<file path="config.mk">
export PLATFORM = sky130hd
export DESIGN_NAME = exception_status_queue
export DESIGN_NICKNAME = d
export VERILOG_FILES = /design/src/rtl/exception_status_queue.sv
export SDC_FILE = /design/constraint.sdc
export NUM_CORES = 1
export LEC_CHECK = 0
export BUFFER_PORTS_ARGS = -buffer_cell sky130_fd_sc_hd__buf_2
export CORE_UTILIZATION = 45
export DETAILED_ROUTE_END_ITERATION = 6
export PLACE_DENSITY_LB_ADDON = 0.15
export SYNTH_ARGS = -nofsm -noshare
export SYNTH_HDL_FRONTEND = slang
export SYNTH_SLANG_ARGS = --single-unit
</file>
<file path="constraint.sdc">
create_clock -name clock -period 9.24 [get_ports clock]
set_input_delay 0.462 -clock clock [delete_from_list [all_inputs] [get_ports clock]]
set_output_delay 0.462 -clock clock [all_outputs]
set_load 0.1 [all_outputs]
</file>
<file path="src/rtl/exception_status_queue.sv">
// rtl/exception_status_queue.sv - dual-source exception status FIFO retiring into rstatus
// Optional feature macro EXC_CAUSE_MASK_EN adds a sticky per-cause mask (cause_mask / cause_clr).
module exception_status_queue #(
   parameter int DATA_W       = 32,
   parameter int DEPTH        = 4,
   parameter int CNT_W        = 8,
   parameter int RSTATUS_ADDR = 30
) (
   input  logic                      clock,
   input  logic                      reset,
   input  logic                      in_valid,
   input  logic [31:0]               instruction,
   input  logic                      ovf,
   input  logic [DATA_W-1:0]         setXVal,
   input  logic                      md_valid,
   input  logic                      md_is_div,
   input  logic                      flush,
   output logic                      rs_valid,
   output logic [DATA_W-1:0]         rs_data,
   output logic [4:0]                rs_addr,
   input  logic                      rs_ready,
   output logic                      full,
   output logic                      empty,
   output logic [$clog2(DEPTH):0]    count,
   output logic [CNT_W-1:0]          drop_cnt
`ifdef EXC_CAUSE_MASK_EN
   ,
   output logic [5:0]                cause_mask,
   input  logic                      cause_clr
`endif
);

   localparam int PW = $clog2(DEPTH);
   localparam int CW = PW + 1;
   localparam int FW = CW + 1;
   localparam int DW = CNT_W + 2;

   logic [DATA_W-1:0] mem [DEPTH];
   logic [PW-1:0]     rd_ptr, wr_ptr;

   logic [4:0] opcode, aluop;
   logic       is_add, is_sub, is_addi, is_setx;
   logic       unused_instr_bits;

   assign opcode  = instruction[31:27];
   assign aluop   = instruction[6:2];
   assign is_add  = (opcode == 5'b00000) && (aluop == 5'b00000);
   assign is_sub  = (opcode == 5'b00000) && (aluop == 5'b00001);
   assign is_addi = (opcode == 5'b00101);
   assign is_setx = (opcode == 5'b10101);
   assign unused_instr_bits = ^{instruction[26:7], instruction[1:0]};

   logic              alu_ev;
   logic [DATA_W-1:0] alu_code;
   logic [DATA_W-1:0] md_code;

   always_comb begin
      alu_ev   = 1'b0;
      alu_code = '0;
      if (in_valid) begin
         if (is_setx) begin
            alu_ev   = 1'b1;
            alu_code = setXVal;
         end else if (ovf && is_add) begin
            alu_ev   = 1'b1;
            alu_code = DATA_W'(1);
         end else if (ovf && is_addi) begin
            alu_ev   = 1'b1;
            alu_code = DATA_W'(2);
         end else if (ovf && is_sub) begin
            alu_ev   = 1'b1;
            alu_code = DATA_W'(3);
         end
      end
   end

   assign md_code = md_is_div ? DATA_W'(5) : DATA_W'(4);

   // MD is the older event, so it claims the first free slot; ALU only gets a leftover slot.
   logic          pop;
   logic [FW-1:0] free;
   logic          md_acc, alu_acc;
   logic [1:0]    n_push, n_drop;

   assign pop     = rs_valid & rs_ready;
   assign free    = FW'(DEPTH) - FW'(count) + FW'(pop);
   assign md_acc  = md_valid && (free != '0);
   assign alu_acc = alu_ev && (free > FW'(md_acc));
   assign n_push  = 2'(md_acc) + 2'(alu_acc);
   assign n_drop  = 2'(md_valid & ~md_acc) + 2'(alu_ev & ~alu_acc);

   logic [DATA_W-1:0] first_data;
   logic [PW-1:0]     wr_nxt1, rd_nxt;
   logic [CW-1:0]     remain;
   logic [DATA_W-1:0] head_next;

   assign first_data = md_acc ? md_code : alu_code;
   assign wr_nxt1    = wr_ptr + PW'(1);
   assign rd_nxt     = rd_ptr + PW'(pop);
   assign remain     = count - CW'(pop);

   // rs_data is a register, so the next head is chosen here: a survivor, else the first push.
   always_comb begin
      head_next = '0;
      if (remain != '0)
         head_next = mem[rd_nxt];
      else if (n_push != 2'd0)
         head_next = first_data;
   end

   logic [DW-1:0]    drop_sum;
   logic [CNT_W-1:0] drop_next;

   assign drop_sum  = {2'b00, drop_cnt} + DW'(n_drop);
   assign drop_next = (drop_sum[DW-1:CNT_W] != 2'b00) ? '1 : drop_sum[CNT_W-1:0];

   always_ff @(posedge clock) begin
      if (reset && !flush) begin
         if (n_push != 2'd0)
            mem[wr_ptr] <= first_data;
         if (n_push == 2'd2)
            mem[wr_nxt1] <= alu_code;
      end
   end

   always_ff @(posedge clock) begin
      if (!reset) begin
         rd_ptr   <= '0;
         wr_ptr   <= '0;
         count    <= '0;
         drop_cnt <= '0;
         rs_data  <= '0;
      end else if (flush) begin
         rd_ptr   <= '0;
         wr_ptr   <= '0;
         count    <= '0;
         rs_data  <= '0;
      end else begin
         rd_ptr   <= rd_nxt;
         wr_ptr   <= wr_ptr + PW'(n_push);
         count    <= remain + CW'(n_push);
         drop_cnt <= drop_next;
         rs_data  <= head_next;
      end
   end

   assign rs_valid = (count != '0);
   assign empty    = (count == '0);
   assign full     = (count == CW'(DEPTH));
   assign rs_addr  = 5'(RSTATUS_ADDR);

`ifdef EXC_CAUSE_MASK_EN
   logic [5:0] set_bits;

   assign set_bits = {alu_acc & is_setx,
                      md_acc & md_is_div,
                      md_acc & ~md_is_div,
                      alu_acc & is_sub,
                      alu_acc & is_addi,
                      alu_acc & is_add};

   // Discarded flush-cycle pushes never set a cause; set beats a same-cycle clear.
   always_ff @(posedge clock) begin
      if (!reset)
         cause_mask <= '0;
      else
         cause_mask <= (cause_clr ? 6'b0 : cause_mask) | (flush ? 6'b0 : set_bits);
   end
`endif

endmodule
</file>
Word-level counts from Yosys, hierarchy flattened
Memory sizes are Yosys's and may differ from the RTL's.
Cells that the tools add are included.
{"block": "classes", "addsub": 10, "order_cmp": 1, "eq_ne": 5, "n_mux": 21, "bitwise_logic": 6, "n_reduce_logical": 18}
{"operator": "$mux W32", "count": 5}
{"operator": "$mux W1", "count": 12}
{"operator": "$logic_not A5 Y1", "count": 2}
{"operator": "$add A8 B2 Y9", "count": 1}
{"operator": "$logic_and A1 B1 Y1", "count": 8}
{"operator": "$mux W8", "count": 1}
{"operator": "$mux W2", "count": 3}
{"operator": "$reduce_bool A3 Y1", "count": 2}
{"operator": "$eq A5 B1 Y1 const B", "count": 1}
{"operator": "$eq A5 B3 Y1 const B", "count": 1}
{"operator": "$eq A5 B5 Y1 const B", "count": 1}
{"operator": "$add A2 B2 Y2", "count": 2}
{"operator": "$add A4 B1 Y4", "count": 1}
{"operator": "$and A1 B2 Y2", "count": 2}
{"operator": "$gt A4 B1 Y1", "count": 1}
{"operator": "$not A1 Y2", "count": 2}
{"operator": "$reduce_bool A2 Y1", "count": 2}
{"operator": "$reduce_bool A4 Y1", "count": 1}
{"operator": "$sub A3 B3 Y4 const A", "count": 1}
{"operator": "$add A3 B2 Y3", "count": 1}
{"operator": "$eq A3 B3 Y1 const B", "count": 1}
{"operator": "$logic_not A3 Y1", "count": 1}
{"operator": "$sub A3 B1 Y3", "count": 1}
{"operator": "$add A1 B1 Y2", "count": 1}
{"operator": "other kinds (7)", "count": 7}
{"block": "totals", "regBits": 47, "ram_bits": 128, "output_inout_bits": 51, "mem_count": 1}
{"name": "mem", "depth": 4, "word_bits": 32, "rd": 1, "rd_ports_with_merged_regs": 0, "write_ports": 2, "line": "38", "source": "logic [DATA_W-1:0] mem [DEPTH];"}

Longest topological paths before layout
Gate-level depths: netlist of run 1.
{"block": "depth", "depth_word": 15, "depth_mapped": 18}

Worst setup path before layout of run 1
Ideal clock, no wire load.
{"block": "synth_path", "kind": "register -> register", "start": "register count[2]", "end": "memory mem[1][0], enable pin", "setup_ns": 0.461, "arrival_time_ns": 6.297, "required_ns": 8.779, "slack_ns": 2.482, "path_stages_with_launch": 16, "cell_sequence": "dfxtp_1 -> or3_1 -> nand2_1 -> ha_1 -> inv_1 -> ha_1 -> and4bb_1 -> a2bb2oi_4 -> inv_2 -> ha_1 -> o21a_1 -> nor2_1 -> ha_1 -> nor2b_1 -> a21oi_1 -> nor3_1"}
{"item": "start: declaration", "line": "24", "source": "output logic [$clog2(DEPTH):0] count,"}
{"item": "start signal: assignment", "line": "141", "source": "count <= remain + CW'(n_push);"}
{"item": "end: declaration", "line": "38"}

==> flow_summary.yaml, run 1 <==
clock_tree:
  cts_tree: "built"
  htreeDepth: 4
  postCtsSetupBuffers: 0
  cts.clk_slew.worst_paths_ns: 0.06
  insertion_delay_ns: 0.43
  cts.path.max_buffers: 2
  post_cts_resized: 0
  root_buffer: "clkbuf_16"
  cts_sinks: 175
  postCtsHoldBufs: 0
  cts_buffers: 17
floorplan:
  rows: 46
  die_w_um: 131.5
  coreArea_um2: 16120
  start_util_pct: 46.79
  die_h_um: 131.5
  io_pins: 123
  dieArea_um2: 17280
setup_path:
  critPathMaxFanout: 32
  r2r_cells: 15
  cp_num_buf_inv: 2
  crit_chain: "or3_1, nand2_1, ha_1, inv_1, ha_1, o21ai_0, a2bb2oi_4, inv_2, ha_1, o21a_1, nor2_1, ha_1, nor2b_1, a21oi_1, nor2_4"
  slowest_delay_ns: 0.87
  cp_num_cells: 15
  worstSetupPathType: "flop to flop"
  arrival_ns: 4.96
  critPathTopFamily: "simple AND/OR/NAND/NOR gates"
  crit_top_cell: "ha_1"
  start_kind: "flop"
  worstPathRequired_ns: 9.28
  cp-end-kind: "flop"
  cp_slowest_cell: "nor2_4"
synthesis:
  synthesis.area_um2: 7541
  yosysWarningCount: 0
  syn_area_per_cell_um2: 12.89
  synthDistinctLibCells: 55
  synth_edf_count: 128
  synthFlopType: "edfxtp_1"
  ys_seq_area_share_pct: 63.45
  async_flop_share_pct: 0
  ys_ff_latch: 175
  synthCells: 585
drt:
  vias: 4752
  ant_nets: 0
  drc: 0
  first_pass_iters: 4
  drt-vias-per-instance: 5.274
  wl_per_cell_um: 18.00
  drt_iter0_markers: 259
  finalWirelength_mm: 16.22
run:
  drv_cap: 0
pwr:
  p_comb_share_pct: 40.5
  leakagePower_nw: 3.373
  power_mw: 2.775
  pwr-share-seq_pct: 34.1
  p_int_mw: 1.607
  powerDensity_nw_per_um2: 314.3
  clkPwrFrac_pct: 25.4
  p_switching_mw: 1.167
  switching_share_pct: 42.07
  ir_worst_vdd_mv: 0.1670
worst_hold_path:
  hold_depth: 3
  hold_path_class: "primary input to flop"
sta:
  maxSlewHeadroom_pct: 19.86
  hold_violations: 0
  period_needed_ns: 4.921
  final.setup.tns_ns: 0
  skew_ns: 0.01047
  rsz0062_at_grt: "false"
  fmax_ghz: 0.2032
  slew_viol_final: 0
  finalCritPeriodShare_pct: 53.26
  setup_viol_count_final: 0
  tightest_slew_ns: 1.202
grt:
  grt_max_degree: 35
  grt_antenna_before_repair: 0
  overflow: 0
  grtUsageTotal_pct: 20.06
  grt_pass1_wl_mm: 25.99
  grt_pass1_vias: 5040
place:
  dp_cells: 869
  place_congestion: 0.7716
  port_buffers: 95
  post-dp-hpwl_mm: 9.262
layout:
  nets: 759
  final_cells: 901
  area_delta_synth_final_pct: 17.06
  diodes: 0
  fin_util_pct: 54.77
  layout-drive-gt1-share_pct: 27.30
run_status:
  status: "finished, final reports clean"
==> cells in the mapped netlist (all sizes together) (5+ instances only) <==
library cell	instances	share of area, %
mux4	32	9.6
a21oi	6	0.40
o21ai	32	2.2
and2	5	0.41
o21a	5	0.60
inv	10	0.50
buf	33	2.4
edfxtp	128	51
nor2	132	6.6
nand2	68	3.4
mux2	5	0.75
dfxtp	47	12
a21boi	5	0.50
ha	13	2.2
==> per-layer routing <==
metal  track usage [%]  vias up  share of wire (%)
li1                  -     2255                  -
met1             24.47     2339                 41
met2             34.89      143                 52
met3             3.897       15                5.3
met4             8.010        0                1.3
met5                 0        -                  0
==> cell families after synthesis <==
family / share of synthesized area [%]
other: 0.09959
adder cells (fa/ha/maj): 2.688
AND/OR/NAND/NOR: 13.54
multiplexers: 10.57
AO/OA/AOI/OAI: 5.758
flip-flops: 63.45
XOR/XNOR: 0.8130
buffers and inverters: 3.086
==> power by group through the flow <==
stage                     clock (mW)  combinational (mW)  sequential [mW]
final                          0.705                1.12            0.947
after global routing           0.744                1.20            0.953
after CTS                      0.715                1.14            0.947
after detailed placement           0                1.14            0.964
after global placement             0                1.13            0.960
after floorplan                    0               0.591             1.27
==> stage by stage <==
stage	area, um^2	hold slack (ns)	setup WS [ns]
floorplan	7552	0.6284	2.482
global placement	8245	0.5501	4.370
detailed placement	8245	0.5693	4.273
CTS	8827	0.3370	4.263
global route	8827	0.3561	3.931
finish	8827	0.3490	4.319
==> sequential cells by signal, indices dropped and copies added, names as in the netlist <==
name,flops
rd_ptr,2
count,3
rs_data,32
mem,128
drop_cnt,8
wr_ptr,2
==> placed cells by master (no fill, tap or decap), types with 4 or more instances in the layout <==
cell type   instances
conb_1              5
ha_1               12
and3_1              4
o21ai_1            29
nand2_1            68
mux2_1              4
o21a_1              4
a21boi_0            5
clkinvlp_4          4
xnor2_1             4
nor2_1            129
mux4_2             32
buf_2              95
dfxtp_1            47
and2_1              5
a21oi_1             5
buf_4               7
inv_1               9
edfxtp_1          128
clkbuf_16          17
==> worst reg2reg max path, stage by stage (launching register included) <==
cell and delay [ns]:
dfxtp_1 0.36, or3_1 0.39, nand2_1 0.10, ha_1 0.17
inv_1 0.05, ha_1 0.19, o21ai_0 0.31, a2bb2oi_4 0.36
inv_2 0.12, ha_1 0.29, o21a_1 0.18, nor2_1 0.10
ha_1 0.35, nor2b_1 0.48, a21oi_1 0.18, nor2_4 0.87
==> final timing paths <==
| kind | startpoint | end | slack [ns] |
|---|---|---|---|
| max | count[2] | mem[3][26] | 4.32 |
| min | reset | drop_cnt[4] | 0.35 |
| max reg2reg | count[2] | mem[3][26] | 4.32 |
| min reg2reg | drop_cnt[7] | drop_cnt[7] | 0.58 |
==> final cells by class <==
type	count	area (um^2)
sequential	175	4785
inverter	10	37.54
tap	216	270.3
clock inverter	12	135.1
clock buffer	20	446.7
fill	1428	7288
timing repair buffer	102	528.0
multi-input combinational	366	2625
Power figures use the tool's default switching activity.
==> inputs of run 2 (changes only) <==
==> constraint.sdc (replaced) <==
create_clock -name clock -period 4.3 [get_ports clock]
set_input_delay 0.215 -clock clock [delete_from_list [all_inputs] [get_ports clock]]
set_output_delay 0.215 -clock clock [all_outputs]
set_load 0.1 [all_outputs]
==> run 2 against run 1 <==
  * Cell count increased by 1.9%
  * Via count grew 2.0%
  * Register-to-register slack worse by 4.1 ns
  * Routed wire length is 2.9% higher
  * Worst hold slack lost 0.24 ns
  * Sequential share of layout area decreased by 1.1 points
  * Worst setup slack worse by 4.1 ns
  * Combinational power increased by 130%
  * Power increased by 120%
  * Clock skew is 0.0017 ns lower
  * Count of clock-buffer cells in the layout shrank 2
  * Utilization increased by 1.3 points
==> flow_summary.yaml, run 2 (synthesis results as in run 1) <==
drt:
  top_layer: "met4"
  vias: 4848
  drt-vias-per-instance: 5.281
  drc: 0
  drt_iter0_markers: 241
  wl_met2_mm: 8.691
  m1WireLength_mm: 7.021
  finalWirelength_mm: 16.69
  wl_per_cell_um: 18.18
  dr_wl_met3_um: 703
  ant_nets: 0
  first_pass_iters: 4
pwr:
  p_int_mw: 3.513
  power_mw: 6.106
  switching_share_pct: 42.47
  ir_worst_vdd_mv: 0.3754
  powerDensity_nw_per_um2: 676.2
  leakagePower_nw: 3.474
  p_switching_mw: 2.593
  pwr-share-seq_pct: 33.4
  p_comb_share_pct: 42.7
  clkPwrFrac_pct: 23.8
setup_path:
  crit_chain: "or3_4, nand2_2, ha_1, inv_1, ha_1, nand2b_4, a2bb2oi_4, inv_2, ha_1, o21a_1, nor2b_1, ha_1, ha_1, fa_1, and3b_1, nand3_1, or2_1, a21boi_0"
  r2r_cells: 18
  cp_num_buf_inv: 2
  slowest_delay_ns: 0.39
  cp_slowest_cell: "or3_4"
  reg2reg_slack_ns: 0.25
  worstPathRequired_ns: 4.61
  rr_startpoint: "count[1]"
  r2r-end: "drop_cnt[2]"
  cp-end-kind: "flop"
  start_kind: "flop"
  crit_top_cell: "ha_1"
  critPathTopFamily: "adder cells"
  arrival_ns: 4.36
  worstSetupPathType: "flop to flop"
  critPathMaxFanout: 5
grt:
  grt_pass1_vias: 5105
  grt_pass1_wl_mm: 27.03
  overflow: 0
  grt_max_degree: 35
  grtUsageTotal_pct: 20.78
  grt_antenna_before_repair: 0
floorplan:
  die_w_um: 131.5
  rows: 46
  coreArea_um2: 16120
  start_util_pct: 46.79
  die_h_um: 131.5
  dieArea_um2: 17280
  io_pins: 123
place:
  place_congestion: 0.7363
  port_buffers: 95
  post-dp-hpwl_mm: 10.32
sta:
  setup_viol_count_final: 0
  slew_viol_final: 0
  hold_violations: 0
  skew_ns: 0.008781
  finalCritPeriodShare_pct: 94.20
  fmax_ghz: 0.2469
  maxSlewHeadroom_pct: 39.50
  rsz0062_at_grt: "false"
  tightest_slew_ns: 0.9061
  final.setup.tns_ns: 0
  period_needed_ns: 4.051
clock_tree:
  cts_tree: "built"
  cts.clk_slew.worst_paths_ns: 0.06
  root_buffer: "clkbuf_16"
  cts_buffers: 17
  htreeDepth: 4
  postCtsHoldBufs: 0
  cts.path.max_buffers: 2
  cts_sinks: 175
  insertion_delay_ns: 0.43
layout:
  largest_register: "mem"
  diodes: 0
  final_cell_mix: "nor2_1 (129), edfxtp_1 (128), buf_2 (95)"
  nets: 776
  layout-drive-gt1-share_pct: 30.91
  final_common_cell: "nor2_1"
  largest_registers: "mem x128, rs_data x32, drop_cnt x8"
  area_delta_synth_final_pct: 19.74
  largest_reg_flops: 128
run_status:
  status: "finished, final reports clean"
worst_hold_path:
  hold_end: "drop_cnt[4]"
  hold_depth: 3
  hp-start: "reset"
  hold_path_class: "primary input to flop"
run:
  drv_cap: 0
-- run 2: cell count changes in the layout (fill, tap and decap cells not counted), sizes merged --
cell and change:
clkbuf -2, inv +4, clkinvlp -2, bufinv -2, buf +17, clkinv +2
-- run 2: worst max-delay path by stage --
stage	from	end	slack, ns	depth (start not counted)
floorplan	count[2]	mem[1][0]	0.003	15
finish	count[1]	drop_cnt[2]	0.25	18
CTS	count[1]	drop_cnt[2]	0.03	18
detailed placement	count[1]	drop_cnt[2]	0.07	18
global placement	count[1]	drop_cnt[3]	0.20	18
global route	count[1]	drop_cnt[3]	0.03	18
-- run 2: area by class of cell --
class / count / area, um^2
Clock buffer: 18 / 450.4
Sequential cell: 175 / 4796
Fill cell: 1404 / 7086
Clock inverter: 14 / 103.9
Multi-Input combinational cell: 366 / 2666
Timing Repair Buffer: 119 / 705.7
Inverter: 10 / 37.54
Tap cell: 216 / 270.3
-- run 2: timing repair --
item | 4_1_cts | 5_1_grt
setup endpoints to repair | 0 | 7
gates resized for setup | 0 | 0
buffers inserted | 0 | 3
-- run 2: power by group through the flow --
| stage | sequential, mW | combinational [mW] | clock, mW |
|---|---|---|---|
| after floorplan | 2.73 | 1.31 | 0 |
| after global placement | 2.07 | 2.57 | 0 |
| after detailed placement | 2.08 | 2.60 | 0 |
| after CTS | 2.04 | 2.60 | 1.48 |
| after global routing | 2.06 | 2.76 | 1.56 |
| final | 2.04 | 2.61 | 1.45 |
-- run 2: stage by stage --
stage | util (%) | hold slack, ns | worst slack [ns] | instance area, um^2 | instances
after global routing | 56.03 | 0.1075 | 0.02757 | 9030 | 918
after floorplan | - | 0.4002 | 0.003126 | 7627 | 588
final | 56.03 | 0.1055 | 0.2493 | 9030 | 918
after global placement | 52.45 | 0.5396 | 0.1983 | 8453 | 883
after detailed placement | 52.45 | 0.5446 | 0.06865 | 8453 | 883
after CTS | 55.89 | 0.08689 | 0.02650 | 9007 | 915
-- run 2: per-layer routing --
metal,vias up,track usage [%]
li1,2297,-
met1,2403,25.33
met2,129,35.89
met3,19,4.398
met4,0,8.333
met5,-,0
-- run 2: worst reg2reg max path: stages, from the launching register on --
cell and delay [ns]:
dfxtp_4 0.35, or3_4 0.39, nand2_2 0.07, ha_1 0.15, inv_1 0.04, ha_1 0.28, nand2b_4 0.15, a2bb2oi_4 0.20
inv_2 0.09, ha_1 0.28, o21a_1 0.19, nor2b_1 0.15, ha_1 0.30, ha_1 0.22, fa_1 0.39, and3b_1 0.25
nand3_1 0.13, or2_1 0.20, a21boi_0 0.11
==> inputs of run 3 (changes only) <==
--- a/config.mk
+++ b/config.mk
@@ -8,7 +8,7 @@
 export BUFFER_PORTS_ARGS = -buffer_cell sky130_fd_sc_hd__buf_2
 export CORE_UTILIZATION = 45
 export DETAILED_ROUTE_END_ITERATION = 6
-export PLACE_DENSITY_LB_ADDON = 0.15
+export PLACE_DENSITY = 0.68
 export SYNTH_ARGS = -nofsm -noshare
 export SYNTH_HDL_FRONTEND = slang
 export SYNTH_SLANG_ARGS = --single-unit
==> run 3 against run 2 <==
  * First-iteration DRC count is 16% higher
  * Power hardly changed
  * Worst setup slack better by 0.0049 ns
  * Clock skew is 0.0010 ns lower
  * Routed wire length is 2.7% lower
  * Global-route usage is 0.82 points lower
  * Sequential share of layout area is 0.17 points higher
==> flow_summary.yaml, run 3 (synthesis results as in run 1) <==
layout:
  layout-drive-gt1-share_pct: 30.07
  fin_util_pct: 55.85
  area_delta_synth_final_pct: 19.36
  largest_reg_flops: 128
  fin_area_um2: 9001
  final_common_cell: "nor2_1"
  final_cell_mix: "nor2_1 (129), edfxtp_1 (128), buf_2 (95)"
  diodes: 0
  nets: 769
  final_cells: 911
  nFillCells: 1374
  largest_registers: "mem x128, rs_data x32, drop_cnt x8"
  largest_register: "mem"
pwr:
  p_switching_mw: 2.590
  clkPwrFrac_pct: 24.6
  p_comb_share_pct: 42.0
  power_mw: 6.107
  p_int_mw: 3.517
  leakagePower_nw: 3.450
  switching_share_pct: 42.42
  powerDensity_nw_per_um2: 678.5
  ir_worst_vdd_mv: 0.3505
  pwr-share-seq_pct: 33.4
sta:
  maxSlewHeadroom_pct: 52.34
  rsz0062_at_grt: "false"
  final.setup.tns_ns: 0
  setup_viol_count_final: 0
  hold_violations: 0
  period_needed_ns: 4.046
  tightest_slew_ns: 0.7138
  fmax_ghz: 0.2472
  slew_viol_final: 0
  skew_ns: 0.007778
  finalCritPeriodShare_pct: 94.09
drt:
  wl_per_cell_um: 17.83
  vias: 4814
  first_pass_iters: 7
  drc: 0
  drt_iter0_markers: 279
  drt-vias-per-instance: 5.284
  finalWirelength_mm: 16.24
  ant_nets: 0
grt:
  grt_pass1_vias: 4965
  grt_max_degree: 35
  overflow: 0
  grt_pass1_wl_mm: 25.98
  grtUsageTotal_pct: 19.96
  grt_antenna_before_repair: 0
worst_hold_path:
  hold_end: "drop_cnt[4]"
  hold_depth: 3
  hold_path_class: "primary input to flop"
  hp-start: "reset"
place:
  port_buffers: 95
  post-dp-hpwl_mm: 10.02
  placed_cell_area_um2: 8408
  dp_cells: 877
  place_congestion: 0.7481
clock_tree:
  cts.clk_slew.worst_paths_ns: 0.07
  insertion_delay_ns: 0.44
  cts_buffers: 17
  root_buffer: "clkbuf_16"
  htreeDepth: 4
  cts_sinks: 175
  cts_tree: "built"
  cts.path.max_buffers: 2
  postCtsHoldBufs: 0
setup_path:
  rr_startpoint: "count[1]"
  worstPathRequired_ns: 4.61
  worstSetupPathType: "flop to flop"
  r2r_cells: 18
  start_kind: "flop"
  arrival_ns: 4.36
  cp-end-kind: "flop"
  r2r-end: "drop_cnt[2]"
  critPathMaxFanout: 5
  reg2reg_slack_ns: 0.25
floorplan:
  io_pins: 123
  start_util_pct: 46.79
  rows: 46
  die_w_um: 131.5
  coreArea_um2: 16120
  dieArea_um2: 17280
  die_h_um: 131.5
run:
  drv_cap: 0
run_status:
  status: "finished, final reports clean"
-- run 3: cell count changes in the layout (fill, tap and decap cells not counted), moves of 2 or more --
cell / delta
inv_6: +2
clkinvlp_4: -2
clkinv_2: -3
buf_4: -7
clkinv_4: +2
-- run 3: cell type report --
type / instances / area [um^2] / share of cell area [%]
well taps: 216 / 270.3 / 3.003
clock buffers: 17 / 425.4 / 4.726
multi-input cells: 366 / 2666 / 29.62
clock inverters: 15 / 152.6 / 1.696
flip-flops and latches: 175 / 4796 / 53.28
repair buffers: 112 / 653.1 / 7.256
inverters: 10 / 37.54 / 0.4170
-- run 3: power groups by stage --
| stage | Combinational (mW) | Sequential [mW] | Clock (mW) |
|---|---|---|---|
| floorplan | 1.31 | 2.73 | 0 |
| global placement | 2.52 | 2.07 | 0 |
| detailed placement | 2.55 | 2.08 | 0 |
| CTS | 2.55 | 2.04 | 1.51 |
| global route | 2.72 | 2.06 | 1.59 |
| finish | 2.57 | 2.04 | 1.50 |
-- run 3: worst max path at each step --
stage          cells after the start           to      from  slack (ns)
6_report                          18  drop_cnt[2]  count[1]        0.25
5_1_grt                           18  drop_cnt[2]  count[1]     0.00008
4_1_cts                           18  drop_cnt[2]  count[1]        0.05
3_5_place_dp                      18  drop_cnt[2]  count[1]        0.06
3_3_place_gp                      18  drop_cnt[5]  count[1]        0.23
2_1_floorplan                     15    mem[1][0]  count[2]       0.003
-- run 3: through the flow --
step                hold slack, ns  setup WS (ns)
floorplan                   0.4002       0.003126
global placement            0.5352         0.2273
detailed placement          0.5440        0.06355
CTS                        0.08632        0.05360
global route                0.1056     0.00007772
finish                     0.09770         0.2543
-- run 3: critical path, cell delays in order (launching register included) --
cell and delay, ns:
dfxtp_4 0.35, or3_4 0.40, nand2_2 0.08, ha_1 0.16, inv_1 0.04, ha_1 0.28
nand2b_4 0.15, a2bb2oi_4 0.19, inv_2 0.08, ha_1 0.27, o21a_1 0.19, nor2b_1 0.14
ha_1 0.29, ha_1 0.21, fa_1 0.38, and3b_1 0.25, nand3_1 0.15, or2_1 0.19
a21boi_0 0.11
-- run 3: per-layer routing --
metal	wire [um]	GRT usage, %	vias to the layer above
li1	-	-	2282
met1	6670	24.23	2414
met2	8771	35.57	102
met3	570	3.897	16
met4	226	6.395	0
met5	0	0	-
-- run 3: what timing repair did --
action / in CTS / in global routing
hold endpoints to repair: 0 / 0
setup buffers: 0 / 2
endpoints found under the setup margin: 0 / 7
resized for setup: 0 / 0
